===== src/rtl/mux_host_pkg.sv =====
// Shared types and constants for the host-side driver of a wrapped project.
// iw/ow bit layout matches the project's {uio, ui, rst_n, clk} / {uio_oe, uio_out, uo_out} pins.
package mux_host_pkg;

  localparam int IW_W     = 18;
  localparam int OW_W     = 24;
  localparam int CLK_BIT  = 0;
  localparam int RSTN_BIT = 1;
  localparam int UI_LSB   = 2;
  localparam int UIO_LSB  = 10;

  typedef enum logic [1:0] {
    OP_PEEK  = 2'b00,
    OP_RESET = 2'b01,
    OP_SET   = 2'b10,
    OP_STEP  = 2'b11
  } op_e;

  typedef enum logic [2:0] {
    IDLE,
    RST_LO,
    CLK_LO,
    CLK_HI,
    CAPTURE,
    RESP
  } state_e;

  // Number of full design-clock cycles a command runs; 9 bits so STEP 255 gives 256.
  function automatic logic [8:0] cycle_target(input op_e op, input logic [7:0] count);
    logic [8:0] n;
    n = {1'b0, count};
    if (op == OP_STEP) begin
      cycle_target = n + 9'd1;
    end else begin
      cycle_target = (count == 8'd0) ? 9'd1 : n;
    end
  endfunction

endpackage


===== src/rtl/mux_host_clkgen.sv =====
// Phase divider (CLK_DIV+1 clk per half-phase) and design-clock cycle counter.
// phase_done pulses on the last clk of each phase; cycles_done holds once the target is reached.
module mux_host_clkgen #(
  parameter int unsigned CLK_DIV = 1
) (
  input  logic       clk,
  input  logic       rst_n,
  input  logic       load,
  input  logic [8:0] target,
  input  logic       cycle_end,
  output logic       phase_done,
  output logic       cycles_done
);

  localparam logic [7:0] DIV_LAST = 8'(CLK_DIV);

  logic [7:0] div_cnt;
  logic [8:0] cyc_cnt;
  logic [8:0] cyc_tgt;

  assign phase_done  = (div_cnt == DIV_LAST);
  assign cycles_done = (cyc_cnt == cyc_tgt);

  always_ff @(posedge clk or negedge rst_n) begin
    if (!rst_n) begin
      div_cnt <= 8'd0;
      cyc_cnt <= 9'd0;
      cyc_tgt <= 9'd0;
    end else begin
      // Every phase boundary restarts the divider, so phases chain back to back.
      if (load || phase_done) begin
        div_cnt <= 8'd0;
      end else begin
        div_cnt <= div_cnt + 8'd1;
      end
      if (load) begin
        cyc_cnt <= 9'd0;
        cyc_tgt <= target;
      end else if (cycle_end) begin
        cyc_cnt <= cyc_cnt + 9'd1;
      end
    end
  end

endmodule


===== src/rtl/mux_host_driver.sv =====
// Host driver: one command at a time sets inputs, clocks/resets the project, captures ow; PEEK/SET respond 2 cycles after accept.
// Response holds until rsp_ready; cmd_ready is low while busy. MUX_HOST_PARITY_EN adds a registered rsp_parity output.
module mux_host_driver
  import mux_host_pkg::*;
#(
  parameter int unsigned CLK_DIV = 1
) (
  input  logic            clk,
  input  logic            rst_n,
  input  logic            cmd_valid,
  output logic            cmd_ready,
  input  logic [1:0]      cmd_op,
  input  logic [15:0]     cmd_data,
  input  logic [7:0]      cmd_count,
  output logic            rsp_valid,
  input  logic            rsp_ready,
  output logic [23:0]     rsp_data,
  output logic            ena,
  output logic [IW_W-1:0] iw,
  input  logic [OW_W-1:0] ow
`ifdef MUX_HOST_PARITY_EN
  ,
  output logic            rsp_parity
`endif
);

  state_e     state, state_nxt;
  op_e        op_in, op_q;
  logic       out_of_reset;
  logic       accept;
  logic       load, cycle_end;
  logic       phase_done, cycles_done;
  logic [15:0] data_q;
  logic       rstn_q, clk_q;

  assign op_in     = op_e'(cmd_op);
  assign cmd_ready = out_of_reset && (state == IDLE);
  assign accept    = cmd_valid && cmd_ready;
  assign rsp_valid = (state == RESP);

  mux_host_clkgen #(.CLK_DIV(CLK_DIV)) u_clkgen (
    .clk         (clk),
    .rst_n       (rst_n),
    .load        (load),
    .target      (cycle_target(op_in, cmd_count)),
    .cycle_end   (cycle_end),
    .phase_done  (phase_done),
    .cycles_done (cycles_done)
  );

  always_comb begin
    state_nxt = state;
    load      = 1'b0;
    cycle_end = 1'b0;
    case (state)
      IDLE: begin
        if (accept) begin
          load = 1'b1;
          case (op_in)
            OP_RESET: state_nxt = RST_LO;
            OP_STEP:  state_nxt = CLK_HI;
            default:  state_nxt = CAPTURE;
          endcase
        end
      end
      RST_LO:  if (phase_done) state_nxt = CLK_HI;
      CLK_HI: begin
        if (phase_done) begin
          cycle_end = 1'b1;
          state_nxt = CLK_LO;
        end
      end
      CLK_LO:  if (phase_done) state_nxt = cycles_done ? CAPTURE : CLK_HI;
      CAPTURE: state_nxt = RESP;
      RESP:    if (rsp_ready) state_nxt = IDLE;
      default: state_nxt = IDLE;
    endcase
  end

  always_ff @(posedge clk or negedge rst_n) begin
    if (!rst_n) begin
      state        <= IDLE;
      out_of_reset <= 1'b0;
      ena          <= 1'b0;
      op_q         <= OP_PEEK;
      data_q       <= 16'd0;
      rstn_q       <= 1'b0;
      clk_q        <= 1'b0;
      rsp_data     <= 24'd0;
`ifdef MUX_HOST_PARITY_EN
      rsp_parity   <= 1'b0;
`endif
    end else begin
      state        <= state_nxt;
      out_of_reset <= 1'b1;
      // clk_dut is registered from the next state so it is glitch-free and high exactly in CLK_HI.
      clk_q        <= (state_nxt == CLK_HI);
      if (accept) begin
        ena  <= 1'b1;
        op_q <= op_in;
        if (op_in == OP_SET || op_in == OP_STEP) data_q <= cmd_data;
        if (op_in == OP_RESET) rstn_q <= 1'b0;
      end
      if (state == CLK_LO && state_nxt == CAPTURE && op_q == OP_RESET) rstn_q <= 1'b1;
      if (state == CAPTURE) begin
        rsp_data <= ow;
`ifdef MUX_HOST_PARITY_EN
        rsp_parity <= ^ow;
`endif
      end
    end
  end

  always_comb begin
    iw                  = '0;
    iw[CLK_BIT]         = clk_q;
    iw[RSTN_BIT]        = rstn_q;
    iw[UI_LSB +: 8]     = data_q[7:0];
    iw[UIO_LSB +: 8]    = data_q[15:8];
  end

endmodule


===== config.mk =====
export PLATFORM = sky130hd
export DESIGN_NAME = mux_host_driver
export DESIGN_NICKNAME = d
export VERILOG_FILES = /design/src/rtl/mux_host_pkg.sv /design/src/rtl/mux_host_clkgen.sv /design/src/rtl/mux_host_driver.sv
export SDC_FILE = /design/constraint.sdc
export NUM_CORES = 1
export LEC_CHECK = 0
export CAP_MARGIN = 25
export CORE_ASPECT_RATIO = 0.7
export CORE_MARGIN = 4
export CORE_UTILIZATION = 35
export DETAILED_ROUTE_END_ITERATION = 12
export GPL_TIMING_DRIVEN = 0
export PLACE_DENSITY = 0.71
export SLEW_MARGIN = 20
export SYNTH_ARGS = -nofsm -noshare
export SYNTH_HDL_FRONTEND = slang
export SYNTH_HIERARCHICAL = 1
export SYNTH_SLANG_ARGS = --single-unit

===== constraint.sdc =====
create_clock -name clk -period 3.4 [get_ports clk]
set_clock_uncertainty 0.2 [all_clocks]
set_input_delay 0.34 -clock clk [delete_from_list [all_inputs] [get_ports clk]]
set_output_delay 0.34 -clock clk [all_outputs]
set_load 0.02 [all_outputs]

==> results.yml, run 1 <==
sta:
  final_slew_viol_count: 0
  finalSetupTns_ps: 0
  setup_viol: 0
  timing_limited_maximum_frequency_ghz: 0.3206
  worst_pin_slew_ps: 559.9
  slew_headroom: 0.6233
  finalWorstSetupSlack_ps: 280.4
  finalWorstPathRequiredPeriod_ps: 3120
  finalHoldViolations: 0
  final_min_period_over_clock_period: 0.9175
  fin_worst_hold_slack_ps: 274.1
  unrepaired_setup_endpoints_after_global_routing: "false"
worst_setup_path:
  critPathLaunch: "u_clkgen/div_cnt[1]$_DFF_PN0_"
  timing.critical_path.slowest_stage_cell: "sky130_fd_sc_hd__or4b_4"
  rr_worst_depth: 9
  critPathArrivalTime_ps: 3140
  origin_of_the_critical_flop_to_flop_path: "u_clkgen/div_cnt[1]$_DFF_PN0_"
  crit_path_cell_trace: "inv_1, ha_1, or4b_4, nor4_2, and3b_1, and2_1, nand4_1, o31a_1, o21a_1"
  crit_fanout: 5
  cp-end-kind: "flop"
  critical-path-max-stage-delay_ps: 480
  critPathLaunchType: "flop"
  worst_ep_required_time_ps: 3420
  timing.setup.critical_path_class: "reg2reg"
global_routing:
  groute.usage.overall: 0.1361
  gr-usage-met1: 0.1746
  grt_pass1_wl_mm: 12.65
  grt_pass1_vias: 2601
  grt_antenna_before_repair: 0
  overflow: 0
  groute.layer.met2.usage: 0.2069
  grt-busiest-layer: "met2"
  global_route.usage.met3: 0.06467
  grt_max_degree: 40
cells_and_area:
  area_growth_syn_to_layout_pct: 42.74
  design.final.nets: 439
  final.fill_count: 844
  layout_common_cells: "sky130_fd_sc_hd__clkdlybuf4s50_1 (97), sky130_fd_sc_hd__dfrtp_1 (75), sky130_fd_sc_hd__mux2_2 (40)"
  utilization: 0.5115
  layout-drive-gt1-share: 0.2182
  final_common_cell: "sky130_fd_sc_hd__clkdlybuf4s50_1"
  antennaDiodeCount: 0
die:
  floorplan.io_pins: 99
  rows: 30
  design.core.area_sq_mm: 0.009647
  die_w_um: 126.8
  fp.dieH_um: 91.15
  initial_utilization: 0.3584
  die-area_sq_mm: 0.01156
clock_tree:
  worst_skew_late_latency_ps: 330
  clkSlewWorstSetupHoldPaths_ps: 60
  clock_sink_count: 75
  clockBufferDepth: 2
  post_cts_buffers: 0
  clock_tree.root_cell: "sky130_fd_sc_hd__clkbuf_16"
  cts_htree_levels: 3
  tritoncts_clock_tree: "built"
  cts_inserted_buffers: 9
route:
  post_drt_via_cell_ratio: 4.780
  drt_first_pass_iters: 5
  ant_nets: 0
  post_route_drc_violation_count: 0
  total_wire_length_after_detailed_routing_mm: 7.432
  dr_total_vias: 2452
  drt-wirelength-per-cell_um: 14.49
  first_iter_violations: 121
logic_synthesis:
  ys_ff_latch: 75
  mappedNetlistNets: 328
  ys.warnings.count: 6
  postSynthCellCount: 269
  synth_seq_area_share: 0.5429
  synth_area_leaders: "sky130_fd_sc_hd__dfrtp_1 (54%), sky130_fd_sc_hd__mux2_2 (13%), sky130_fd_sc_hd__mux2_4 (3.9%)"
  avgSynthCellArea_sq_um: 12.85
  ys_types: 48
  synth_largest_area_cell: "sky130_fd_sc_hd__dfrtp_1"
  post-synth-top-area-fraction: 0.5429
  syn_area_sq_mm: 0.003457
power_and_ir_drop:
  total_leakage_power_nw: 2.161
  irDropWorstVdd_uv: 205.9
  power_density_mw_per_mm2: 394.5
  totalPowerFinal_mw: 1.947
hold_path:
  hold_path_class: "reg2reg"
  worst_hold_path.num_cells: 1
  hold_path_startpoint: "ena$_DFFE_PN0N_"
placed_design:
  dp_hpwl_mm: 5.617
  numPortBuffers: 98
  preCtsSetupSlack_ps: 84.27
  gp_congestion: 0.7856
flow_run:
  max-cap-violations: 0
status:
  run_status: "finished, final reports clean"
[synth_stat cells, drive strengths merged]
cell type and number:
a21boi 1, a21oi 8, a221o 1, a22oi 1, a32o 1, and2 4, and3 1, and3b 2
and4 2, and4bb 1, buf 9, clkbuf 2, conb 1, dfrtp 75, ha 5, inv 10
mux2 49, mux2i 1, nand2 12, nand3 8, nand4 9, nor2 10, nor2b 1, nor3 1
nor4 4, nor4b 1, nor4bb 1, o21a 2, o21ai 9, o31a 2, o31ai 1, o32ai 1
o41ai 3, or2 1, or3 5, or4b 2, xnor2 15, xor2 7
[cell families after synthesis]
group / Yosys count / synth area share
DFF: 75 / 0.5429
and+or+nand+nor: 65 / 0.1162
muxes: 50 / 0.1723
AOI/OAI and AO/OA: 30 / 0.06189
xor gates and xnor gates: 22 / 0.05574
buffers and inverters: 21 / 0.03184
adders and majority gates: 5 / 0.01810
other: 1 / 0.001085
[power breakdown]
group          leakage, nW  total (mW)  internal [mW]  switching (mW)
clock                0.145       0.952          0.587           0.364
sequential            1.01       0.894          0.893        0.000271
combinational         1.01       0.102         0.0631          0.0386
[metrics by stage]
stage | area (sq um) | instances
3_5_place_dp | 4616 | 496
5_1_grt | 4935 | 513
4_1_cts | 4928 | 513
6_report | 4935 | 513
3_3_place_gp | 4598 | 495
2_1_floorplan | 3457 | 269
[routing by layer]
metal | share of wire | up-vias
li1 | - | 1178
met1 | 0.44 | 1202
met2 | 0.48 | 65
met3 | 0.073 | 7
met4 | 0.0066 | 0
met5 | 0 | -
[flip-flops by register name (all words and copies together) (netlist names), 2 cells and up]
name,flops
u_clkgen/cyc_tgt,9
rsp_data,24
u_clkgen/cyc_cnt,9
state,3
op_q,2
u_clkgen/div_cnt,8
data_q,16
[worst paths after layout]
kind | to | slack (ps)
worst max-delay path | u_clkgen/cyc_cnt[7]$_DFFE_PN0P_ | 280
worst min-delay path | ena$_DFFE_PN0N_ | 270
worst max register to register | u_clkgen/cyc_cnt[7]$_DFFE_PN0P_ | 280
worst min register to register | ena$_DFFE_PN0N_ | 270
max in group asynchronous | rsp_data[10]$_DFFE_PN0P_ | 2080
min in group asynchronous | u_clkgen/cyc_tgt[7]$_DFFE_PN0P_ | 340
[repair_timing]
action,4_1_cts,5_1_grt
setup endpoints to repair,0,4
resized for setup,0,1
hold buffers,1,0
hold endpoints to repair,36,0
[cell type report]
cell class	instances	area [sq um]	share of cell area
timing repair buffer	100	1008	0.2044
clock inverter	6	63.81	0.01293
inverter	10	37.54	0.007606
sequential	75	1877	0.3803
buffer	11	72.57	0.01471
clock buffer	10	239.0	0.04843
multi-input combinational	173	1476	0.2992
tap	128	160.2	0.03245
[worst max-delay path: cells and delay by family (launching register included)]
family                   cells  cell delay (ps)
AO/OA/AOI/OAI                2              560
adder cells (fa/ha/maj)      1              130
buffers and inverters        1               70
flip-flops                   1              420
AND/OR/NAND/NOR              5             1630
No activity file was read; power rests on OpenSTA's default activity.
==> inputs of run 2 (changes only) <==
--- a/config.mk
+++ b/config.mk
@@ -5,7 +5,7 @@
 export SDC_FILE = /design/constraint.sdc
 export NUM_CORES = 1
 export LEC_CHECK = 0
-export CAP_MARGIN = 25
+export CAP_MARGIN = 20
 export CORE_ASPECT_RATIO = 0.7
 export CORE_MARGIN = 4
 export CORE_UTILIZATION = 35
==> results of run 2 <==
Same layout as run 1: the final DEF is identical, and so are final timing and power.
==> inputs of run 3 (changes only) <==
--- a/config.mk
+++ b/config.mk
@@ -7,7 +7,7 @@
 export LEC_CHECK = 0
 export CAP_MARGIN = 20
 export CORE_ASPECT_RATIO = 0.7
-export CORE_MARGIN = 4
+export CORE_MARGIN = 10
 export CORE_UTILIZATION = 35
 export DETAILED_ROUTE_END_ITERATION = 12
 export GPL_TIMING_DRIVEN = 0
==> run 3 against run 2 <==
  * Non-clock buffer count is the same
  * Core utilization decreased by 0.078 points
  * Fmax is 1.3% higher
  * Cell area down 0.15%
  * Worst setup slack better by 39 ps
  * Critical path depth unchanged
  * Die area is 24% higher
  * Largest cell class unchanged
  * Largest power group unchanged
==> results.yml, run 3 (same netlist as run 1, synthesis figures left out) <==
flow_run:
  max-cap-violations: 0
die:
  die-area_sq_mm: 0.01432
  rows: 30
  fp.dieH_um: 103.2
  die_w_um: 138.8
  design.core.area_sq_mm: 0.009647
  initial_utilization: 0.3584
  floorplan.io_pins: 99
worst_setup_path:
  crit_fanout: 5
  ff2ff_setup_slack_ps: 320
  timing.setup.critical_path_class: "reg2reg"
  critPathArrivalTime_ps: 3100
  critPathLaunchType: "flop"
  cp-end-kind: "flop"
  worst_ep_required_time_ps: 3420
sta:
  final_slew_viol_count: 0
  worst_pin_slew_ps: 626.3
  slew_headroom: 0.5786
  unrepaired_setup_endpoints_after_global_routing: "false"
  finalHoldViolations: 0
  setup_viol: 0
  final_min_period_over_clock_period: 0.9060
  finalWorstPathRequiredPeriod_ps: 3080
  timing_limited_maximum_frequency_ghz: 0.3246
  finalWorstSetupSlack_ps: 319.5
route:
  post_route_drc_violation_count: 0
  drt-wirelength-per-cell_um: 16.12
  first_iter_violations: 66
  drt_first_pass_iters: 4
  ant_nets: 0
  post_drt_via_cell_ratio: 4.881
  total_wire_length_after_detailed_routing_mm: 8.271
  dr_total_vias: 2504
power_and_ir_drop:
  share_clk_of_total_power: 0.474
  total_switching_power_uw: 403.3
  totalPowerFinal_mw: 1.895
  combinational_power_share: 0.055
  pwr-share-seq: 0.471
  power.share.switching: 0.2128
  irDropWorstVdd_uv: 238.4
  power_density_mw_per_mm2: 384.7
  total_leakage_power_nw: 2.162
  internal_portion_of_total_power_mw: 1.492
global_routing:
  overflow: 0
  grt_pass1_wl_mm: 13.57
  groute.usage.overall: 0.1172
  grt_antenna_before_repair: 0
  grt_max_degree: 58
  grt_pass1_vias: 2732
cells_and_area:
  design.final.nets: 439
  finalInstanceArea_sq_mm: 0.004927
  layout-drive-gt1-share: 0.2182
  area_growth_syn_to_layout_pct: 42.53
  post_layout_nonfiller_instances: 513
  largest_register_ff_count: 24
  utilization: 0.5108
  layout_common_cells: "sky130_fd_sc_hd__clkdlybuf4s50_1 (97), sky130_fd_sc_hd__dfrtp_1 (75), sky130_fd_sc_hd__mux2_2 (40)"
  antennaDiodeCount: 0
  final_common_cell: "sky130_fd_sc_hd__clkdlybuf4s50_1"
  biggest_regs: "rsp_data (24), data_q (16)"
  final.fill_count: 832
  register_containing_the_most_flip_flops_in_the_final_layout: "rsp_data"
placed_design:
  post_dp_cell_area_sq_mm: 0.004623
  gp_congestion: 0.7761
  dp_hpwl_mm: 6.233
  dp_cells: 496
  numPortBuffers: 98
  preCtsSetupSlack_ps: 144.3
clock_tree:
  clkSlewWorstSetupHoldPaths_ps: 60
  clock_tree.root_cell: "sky130_fd_sc_hd__clkbuf_16"
  cts_htree_levels: 3
  cts_inserted_buffers: 9
  clockBufferDepth: 2
  worst_skew_late_latency_ps: 330
  tritoncts_clock_tree: "built"
  clock_sink_count: 75
status:
  run_status: "finished, final reports clean"
hold_path:
  hold_path_class: "in2async"
==> run 3: cell types whose count changed in the layout (fill, tap and decap cells not counted), sizes merged <==
cell	before	now
clkbuf	12	13
clkinv	2	3
clkinvlp	2	1
bufinv	1	0
==> run 3: area by class of cell <==
class	instances	area, sq um	share of cell area
inverter	10	37.54	0.007618
tap	128	160.2	0.03250
sequential	75	1877	0.3809
buffer	11	72.57	0.01473
timing repair buffer	100	1016	0.2062
clock inverter	5	35.03	0.007110
multi-input combinational	173	1476	0.2996
clock buffer	11	252.7	0.05129
==> run 3: final timing paths <==
| check | from | end | depth (start not counted) |
|---|---|---|---|
| hold reg to reg | ena$_DFFE_PN0N_ | ena$_DFFE_PN0N_ | 1 |
| setup / recovery | u_clkgen/div_cnt[1]$_DFF_PN0_ | u_clkgen/cyc_cnt[7]$_DFFE_PN0P_ | 9 |
| max in group asynchronous | rst_n | rsp_data[9]$_DFFE_PN0P_ | 3 |
| min in group clk | ena$_DFFE_PN0N_ | ena$_DFFE_PN0N_ | 1 |
| setup reg to reg | u_clkgen/div_cnt[1]$_DFF_PN0_ | u_clkgen/cyc_cnt[7]$_DFFE_PN0P_ | 9 |
| hold / removal | rst_n | u_clkgen/cyc_cnt[6]$_DFFE_PN0P_ | 2 |
==> run 3: layer usage <==
metal / global-route usage / up-vias / share of wire
met3: 0.07271 / 8 / 0.11
li1: - / 1185 / -
met2: 0.1782 / 69 / 0.46
met4: 0.04556 / 0 / 0.0089
met5: 0 / - / 0
met1: 0.1315 / 1242 / 0.42
==> run 3: through the flow <==
| stage | hold WS (ps) | TNS (ps) |
|---|---|---|
| detailed placement | 44.15 | 0 |
| CTS | 245.9 | 0 |
| global route | 259.3 | 0 |
| global placement | 256.6 | -65000 |
| finish | 248.9 | 0 |
| floorplan | -155.6 | 0 |
==> run 3: worst max-delay path, stage by stage (launching register included) <==
cell and delay (ps):
sky130_fd_sc_hd__dfrtp_1 420, sky130_fd_sc_hd__inv_1 70, sky130_fd_sc_hd__ha_1 130, sky130_fd_sc_hd__or4b_4 490, sky130_fd_sc_hd__nor4_2 370, sky130_fd_sc_hd__and3b_1 240
sky130_fd_sc_hd__and2_1 250, sky130_fd_sc_hd__nand4_1 270, sky130_fd_sc_hd__o31a_1 360, sky130_fd_sc_hd__o21a_1 180
==> run 3: timing repair <==
action	CTS	global route
hold endpoints to repair	18	0
setup buffers	0	0
resized for setup	0	1
hold buffers	1	0
endpoints found under the setup margin	0	4
==> run 3: power groups by stage <==
| stage | clock, mW | sequential [mW] | combinational (mW) |
|---|---|---|---|
| finish | 0.898 | 0.894 | 0.104 |
| global route | 0.969 | 0.893 | 0.115 |
| CTS | 0.934 | 0.893 | 0.106 |
| detailed placement | 0 | 0.910 | 0.104 |
| global placement | 0 | 0.910 | 0.0982 |
| floorplan | 0 | 0.910 | 0.0117 |
